File: src/rtl/fwd_mux_reg.sv
// fwd_mux_reg: registered operand-select for the forwarding path.
// Picks the operand from the register file or one of NUM_SRC forwarding
// sources (lowest index = youngest stage wins), then registers the result
// into the next pipeline stage with stall (hold) and flush (bubble) control.
// Optional feature: define FWD_MUX_HIT_CNT_EN to add a 32-bit forwarded-load
// counter on output port hit_cnt.
// SELW must satisfy 2**SELW >= NUM_SRC+1 so every source index fits out_sel.
module fwd_mux_reg #(
  parameter int W       = 32,
  parameter int NUM_SRC = 2,
  parameter int RA      = 5,
  parameter int SELW    = 2
) (
  input  logic                  clk,
  input  logic                  rst_n,
  input  logic                  stall,
  input  logic                  flush,
  input  logic                  in_valid,
  input  logic [RA-1:0]         src_reg,
  input  logic [W-1:0]          rf_data,
  input  logic [NUM_SRC-1:0]    fwd_valid,
  input  logic [NUM_SRC*RA-1:0] fwd_reg,
  input  logic [NUM_SRC*W-1:0]  fwd_data,
  output logic [W-1:0]          out_data,
  output logic                  out_valid,
  output logic                  out_fwd,
  output logic [SELW-1:0]       out_sel
`ifdef FWD_MUX_HIT_CNT_EN
  ,
  output logic [31:0]           hit_cnt
`endif
);

  logic [NUM_SRC-1:0] hit;
  logic               any_hit;
  logic [W-1:0]       sel_data;
  logic [SELW-1:0]    sel_idx;
  logic               load;

  logic [W-1:0]       out_data_q,  out_data_d;
  logic               out_valid_q, out_valid_d;
  logic               out_fwd_q,   out_fwd_d;
  logic [SELW-1:0]    out_sel_q,   out_sel_d;

  // Per-source match: valid writer, same register, and never register 0.
  always_comb begin
    for (int i = 0; i < NUM_SRC; i++) begin
      hit[i] = fwd_valid[i] && (fwd_reg[i*RA +: RA] == src_reg) && (src_reg != '0);
    end
  end

  assign any_hit = |hit;

  // Priority select: scan oldest to youngest so the lowest hitting index wins.
  always_comb begin
    // NOTE: every output of a combinational block gets a default first, so no path can leave it unassigned and infer a latch.
    sel_data = rf_data;
    sel_idx  = '0;
    for (int i = NUM_SRC - 1; i >= 0; i--) begin
      if (hit[i]) begin
        sel_data = fwd_data[i*W +: W];
        sel_idx  = SELW'(i + 1);
      end
    end
  end

  // A register update happens on an edge that is neither flushed nor stalled.
  assign load = !flush && !stall;

  // Next-state for the output register: flush > stall > load.
  always_comb begin
    out_data_d  = out_data_q;
    out_valid_d = out_valid_q;
    out_fwd_d   = out_fwd_q;
    out_sel_d   = out_sel_q;
    if (flush) begin
      out_data_d  = '0;
      out_valid_d = 1'b0;
      out_fwd_d   = 1'b0;
      out_sel_d   = '0;
    end else if (!stall) begin
      out_data_d  = sel_data;
      out_valid_d = in_valid;
      out_fwd_d   = in_valid && any_hit;
      out_sel_d   = sel_idx;
    end
  end

  // Output pipeline register with asynchronous clear.
  always_ff @(posedge clk or negedge rst_n) begin
    if (!rst_n) begin
      out_data_q  <= '0;
      out_valid_q <= 1'b0;
      out_fwd_q   <= 1'b0;
      out_sel_q   <= '0;
    end else begin
      // NOTE: sequential state uses non-blocking assignment so every register samples pre-edge values regardless of process order.
      out_data_q  <= out_data_d;
      out_valid_q <= out_valid_d;
      out_fwd_q   <= out_fwd_d;
      out_sel_q   <= out_sel_d;
    end
  end

  assign out_data  = out_data_q;
  assign out_valid = out_valid_q;
  assign out_fwd   = out_fwd_q;
  assign out_sel   = out_sel_q;

`ifdef FWD_MUX_HIT_CNT_EN
  logic [31:0] hit_cnt_q, hit_cnt_d;

  // Count valid forwarded loads; holds on stall/flush, wraps naturally.
  always_comb begin
    hit_cnt_d = hit_cnt_q;
    if (load && in_valid && any_hit) begin
      hit_cnt_d = hit_cnt_q + 32'd1;
    end
  end

  // Counter register, cleared only by reset.
  always_ff @(posedge clk or negedge rst_n) begin
    if (!rst_n) begin
      hit_cnt_q <= '0;
    end else begin
      hit_cnt_q <= hit_cnt_d;
    end
  end

  assign hit_cnt = hit_cnt_q;
`endif

endmodule

File: config.mk
export PLATFORM = sky130hd
export DESIGN_NAME = fwd_mux_reg
export DESIGN_NICKNAME = d
export VERILOG_FILES = /design/src/rtl/fwd_mux_reg.sv
export SDC_FILE = /design/constraint.sdc
export NUM_CORES = 1
export LEC_CHECK = 0
export CORE_UTILIZATION = 36
export CTS_CLUSTER_DIAMETER = 120
export CTS_CLUSTER_SIZE = 40
export DETAILED_ROUTE_END_ITERATION = 6
export GPL_TIMING_DRIVEN = 0
export PLACE_DENSITY = 0.87
export SLEW_MARGIN = 30
export SYNTH_ARGS = -nofsm -noshare
export SYNTH_HDL_FRONTEND = slang
export SYNTH_SLANG_ARGS = --single-unit
export TNS_END_PERCENT = 20
File: constraint.sdc
create_clock -name clk -period 1 [get_ports clk]
set_clock_uncertainty 0.15 [all_clocks]
set_input_delay 0.2 -clock clk [delete_from_list [all_inputs] [get_ports clk]]
set_output_delay 0.2 -clock clk [all_outputs]
set_load 0.1 [all_outputs]
==> parameters.txt, run 1 <==
Parameter                              Value

Timing
  Unrepaired setup endpoints after global routing ... true
  Hold slack final ... 0.174 ns
  Part of the cycle the worst path needs ... 1.88
  Maximum clock frequency ... between 0.5 and 0.6 GHz
  Setup slack after layout ... -0.880 ns
  Transition time at the pin with the least slew margin ... about 0.54 ns
  Setup Viol. Count Final ... between 70 and 80
  Final Critical Period ... about 1.9 ns
  Final Slew Violations ... 0
  Relative slew slack ... 0.639
  Hold Violations, Final ... 0

Place
  HPWL after detailed placement ... ~6200 um
  Global placement routability congestion ... around 0.77
  Placed inst area ... slightly below 0.004 mm2
  I/O Buffers ... between 150 and 200

Drt
  Number of detailed-routing iterations run before antenna repair ... 4
  Starting DRC count in detailed routing ... ~110
  Vias per inst ... 5.79
  Average wire length per cell after detail routing ... 19.4 um
  Post-route DRC violation count ... 0
  Total length of routed wires ... approximately 9000 um
  Post-route ant nets ... 0
  Via count of the routed design ... ~2,700

Clock network
  Max Root-Sink Buffers ... 2
  Root buffer cell ... sky130_fd_sc_hd__clkbuf_8
  TritonCTS clock tree ... done
  TritonCTS Sinks ... 36
  Cts bufs inserted ... 5
  Clock-pin slew of the registers on the worst-case setup and hold paths ... around 0.070 ns
  Clock latency on the worst-skew pair ... 0.28 ns
  Total number of H-tree levels ... 2

Layout
  Layout cell share with drive strength beyond 1 ... 0.224
  Nets@finish ... 510
  Antenna cell count ... 0
  Area growth from synthesis to layout ... 100%
  Final Core Density ... 0.766
  Cell area after layout ... 0.00464 mm2

Synthesis
  Proportion of register bits with asynchronous set or reset after synthesis ... 1.00
  Synthesized net count ... ~340
  Synthesized instance count ... 220
  Library cell with the largest summed area after synthesis ... sky130_fd_sc_hd__dfrtp_1
  Post-synth EDFFs ... 0
  Flip-flop and latch count after synthesis ... 36
  Share of the synthesized area in the top cell type ... 0.388
  YS warnings ... 0
  Synth Flop Type ... sky130_fd_sc_hd__dfrtp_1
  Top cells by count, synth ... 36 x sky130_fd_sc_hd__dfrtp_1, 33 x sky130_fd_sc_hd__a32o_1, 32 x sky130_fd_sc_hd__a221o_1, 32 x sky130_fd_sc_hd__and3_1, 32 x sky130_fd_sc_hd__nand2b_1
  Synth cell types ... 23
  Cell with the most instances after synthesis ... sky130_fd_sc_hd__dfrtp_1
  Area contributors post-synth ... sky130_fd_sc_hd__dfrtp_1 39%, sky130_fd_sc_hd__a32o_1 14%, sky130_fd_sc_hd__a221o_1 14%
  Cell Area, Synth ... between 0.002 and 0.0025 mm2
  Syn avg cell area ... between 10 and 15 um2
  Sequential cell area fraction in the yosys report ... 0.388

Power
  Leakage ... 1.95 nW
  Sequential group share of total power ... 0.345
  Internal power ... 0.00303 W
  Sw power ... 0.00171 W
  Power Total ... 0.00474 W
  Net switching share of the total power ... 0.361
  Peak ir drop on the vdd network ... between 0.0005 and 0.0006 V
  Share of power burned in the clock network ... 0.212
  Proportion of power drawn by combinational gates ... 0.444
  Power per unit of standard cell area ... 1020 mW/mm2

Die
  IO Count ... around 150
  Initial Util ... 0.383
  Vert. Die Dim ... roughly 80 um
  Row count ... 28
  Die area ... about 0.0068 mm2
  Die X ... ~82 um
  Placeable core region ... about 0.0061 mm2

Outcome
  Violated checks ... negative setup slack
  Status ... finished, violations left

Global route
  GRT Resource Usage Total ... 0.278
  Number of antenna violations at the first check in global routing ... 0
  Via count of the first global-routing pass ... 2,862
  Largest net degree at the start of global routing ... 26
  GR Overflow Total ... 0
  Global-route wire length before repair ... 14,100 um

Worst setup path
  Category of the worst setup path launch point ... input pin
  Critical path capture point type ... flop
  Biggest fanout along the worst timing path ... 6
  Worst setup path class ... input pin to flop
  Required time of the worst setup path ... slightly above 1 ns
  Critical Path Source ... src_reg[1]
  Arrival time at the worst endpoint ... around 1.9 ns
  Origin of the critical flop-to-flop path ... out_data[20]

Hold path
  Type of the most critical hold path ... input pin to asynchronous set/reset pin

Run
  Max-cap viol count ... 0
==> layout by cell type, fill, tap and decap left out, drive strengths merged <==
cell type	netlist	routed
or4	1	1
a221o	32	32
a21oi	1	1
dlygate4sd3	0	1
clkbuf	15	22
nand2b	32	32
buf	12	63
clkdlybuf4s18	0	1
clkdlybuf4s15	0	3
clkdlybuf4s50	0	101
nand2	2	2
xor2	6	6
nand4	1	1
dlygate4sd2	0	7
or3	1	1
dfrtp	36	36
mux2i	2	2
a21o	1	1
and3	32	32
nor2b	2	2
nor4	2	2
clkinv	0	1
nor2	4	4
xnor2	4	4
a32o	33	33
o211a	1	1
==> metal layers <==
layer	track usage	routed length [um]
met5	0	0
met4	0.0965	234
met3	0.0593	681
met2	0.494	4710
met1	0.328	3410
==> worst max-delay path, cell delays in order <==
cell and delay [ns]:
sky130_fd_sc_hd__buf_8 0.10, sky130_fd_sc_hd__or4_4 0.55, sky130_fd_sc_hd__nor2_4 0.14, sky130_fd_sc_hd__nor4_4 0.08
sky130_fd_sc_hd__buf_6 0.15, sky130_fd_sc_hd__buf_2 0.15, sky130_fd_sc_hd__a221o_1 0.28, sky130_fd_sc_hd__a32o_1 0.26
==> power by group through the flow <==
stage               sequential (W)  clock (W)  combinational [W]
floorplan                  0.00224          0           0.000412
global route               0.00164    0.00108            0.00220
finish                     0.00163    0.00100            0.00210
CTS                        0.00163    0.00101            0.00208
global placement           0.00161          0            0.00181
detailed placement         0.00161          0            0.00183
==> repair_timing <==
action,CTS,global route
setup buffers,11,0
gates cloned,2,0
pin swaps,28,1
endpoints found under the setup margin,72,96
hold buffers,1,0
gates resized for setup,389,4
hold endpoints to repair,36,0
==> path summary, 6_finish.rpt <==
check                                to  slack, ns  depth (start not counted)
max                        out_data[20]      -0.88                          8
min                         out_data[4]       0.17                          2
max reg2reg                out_data[20]       0.07                          1
min reg2reg                out_data[28]       0.38                          1
max in group asynchronous   out_data[3]       0.13                          3
min in group clk             out_sel[1]       0.27                          3
==> per-stage QoR <==
step,TNS (ns),instances,setup slack [ns]
after global routing,-40.47,467,-0.915
after floorplan,-41.60,220,-0.944
after global placement,-133.92,448,-1.69
final,-37.51,467,-0.880
after CTS,-37.81,467,-0.873
after detailed placement,-86.73,449,-1.70
==> cell type report <==
class	count	area (um2)
Sequential cell	36	901
Fill cell	418	1420
Buffer	26	201
Timing Repair Buffer	166	2000
Tap cell	75	93.8
Clock inverter	1	5.00
Multi-Input combinational cell	157	1370
Clock buffer	6	72.6
==> kinds of logic after synthesis <==
kind of cell / count (synthesis) / synth area share
and+or+nand+nor: 77 / 0.212
muxes: 2 / 0.00863
DFF: 36 / 0.388
xor gates and xnor gates: 10 / 0.0378
AOI/OAI and AO/OA: 68 / 0.290
buffers and inverters: 27 / 0.0631
==> state kept, by name, indices dropped and copies added (netlist names) <==
signal     count
out_sel        2
out_data      32
out_valid      1
out_fwd        1
(Power assumes the default switching activity.)
==> inputs of run 2 (changes only) <==
--- a/config.mk
+++ b/config.mk
@@ -9,6 +9,7 @@
 export CTS_CLUSTER_DIAMETER = 120
 export CTS_CLUSTER_SIZE = 40
 export DETAILED_ROUTE_END_ITERATION = 6
+export GPL_ROUTABILITY_DRIVEN = 0
 export GPL_TIMING_DRIVEN = 0
 export PLACE_DENSITY = 0.87
 export SLEW_MARGIN = 30
==> results of run 2 <==
Same layout as run 1: the final DEF is identical, and so are final timing and power.
==> inputs of run 3 (changes only) <==
--- a/config.mk
+++ b/config.mk
@@ -7,7 +7,7 @@
 export LEC_CHECK = 0
 export CORE_UTILIZATION = 36
 export CTS_CLUSTER_DIAMETER = 120
-export CTS_CLUSTER_SIZE = 40
+export CTS_CLUSTER_SIZE = 24
 export DETAILED_ROUTE_END_ITERATION = 6
 export GPL_ROUTABILITY_DRIVEN = 0
 export GPL_TIMING_DRIVEN = 0
==> results of run 3 <==
Same layout as run 1: the final DEF is identical, and so are final timing and power.
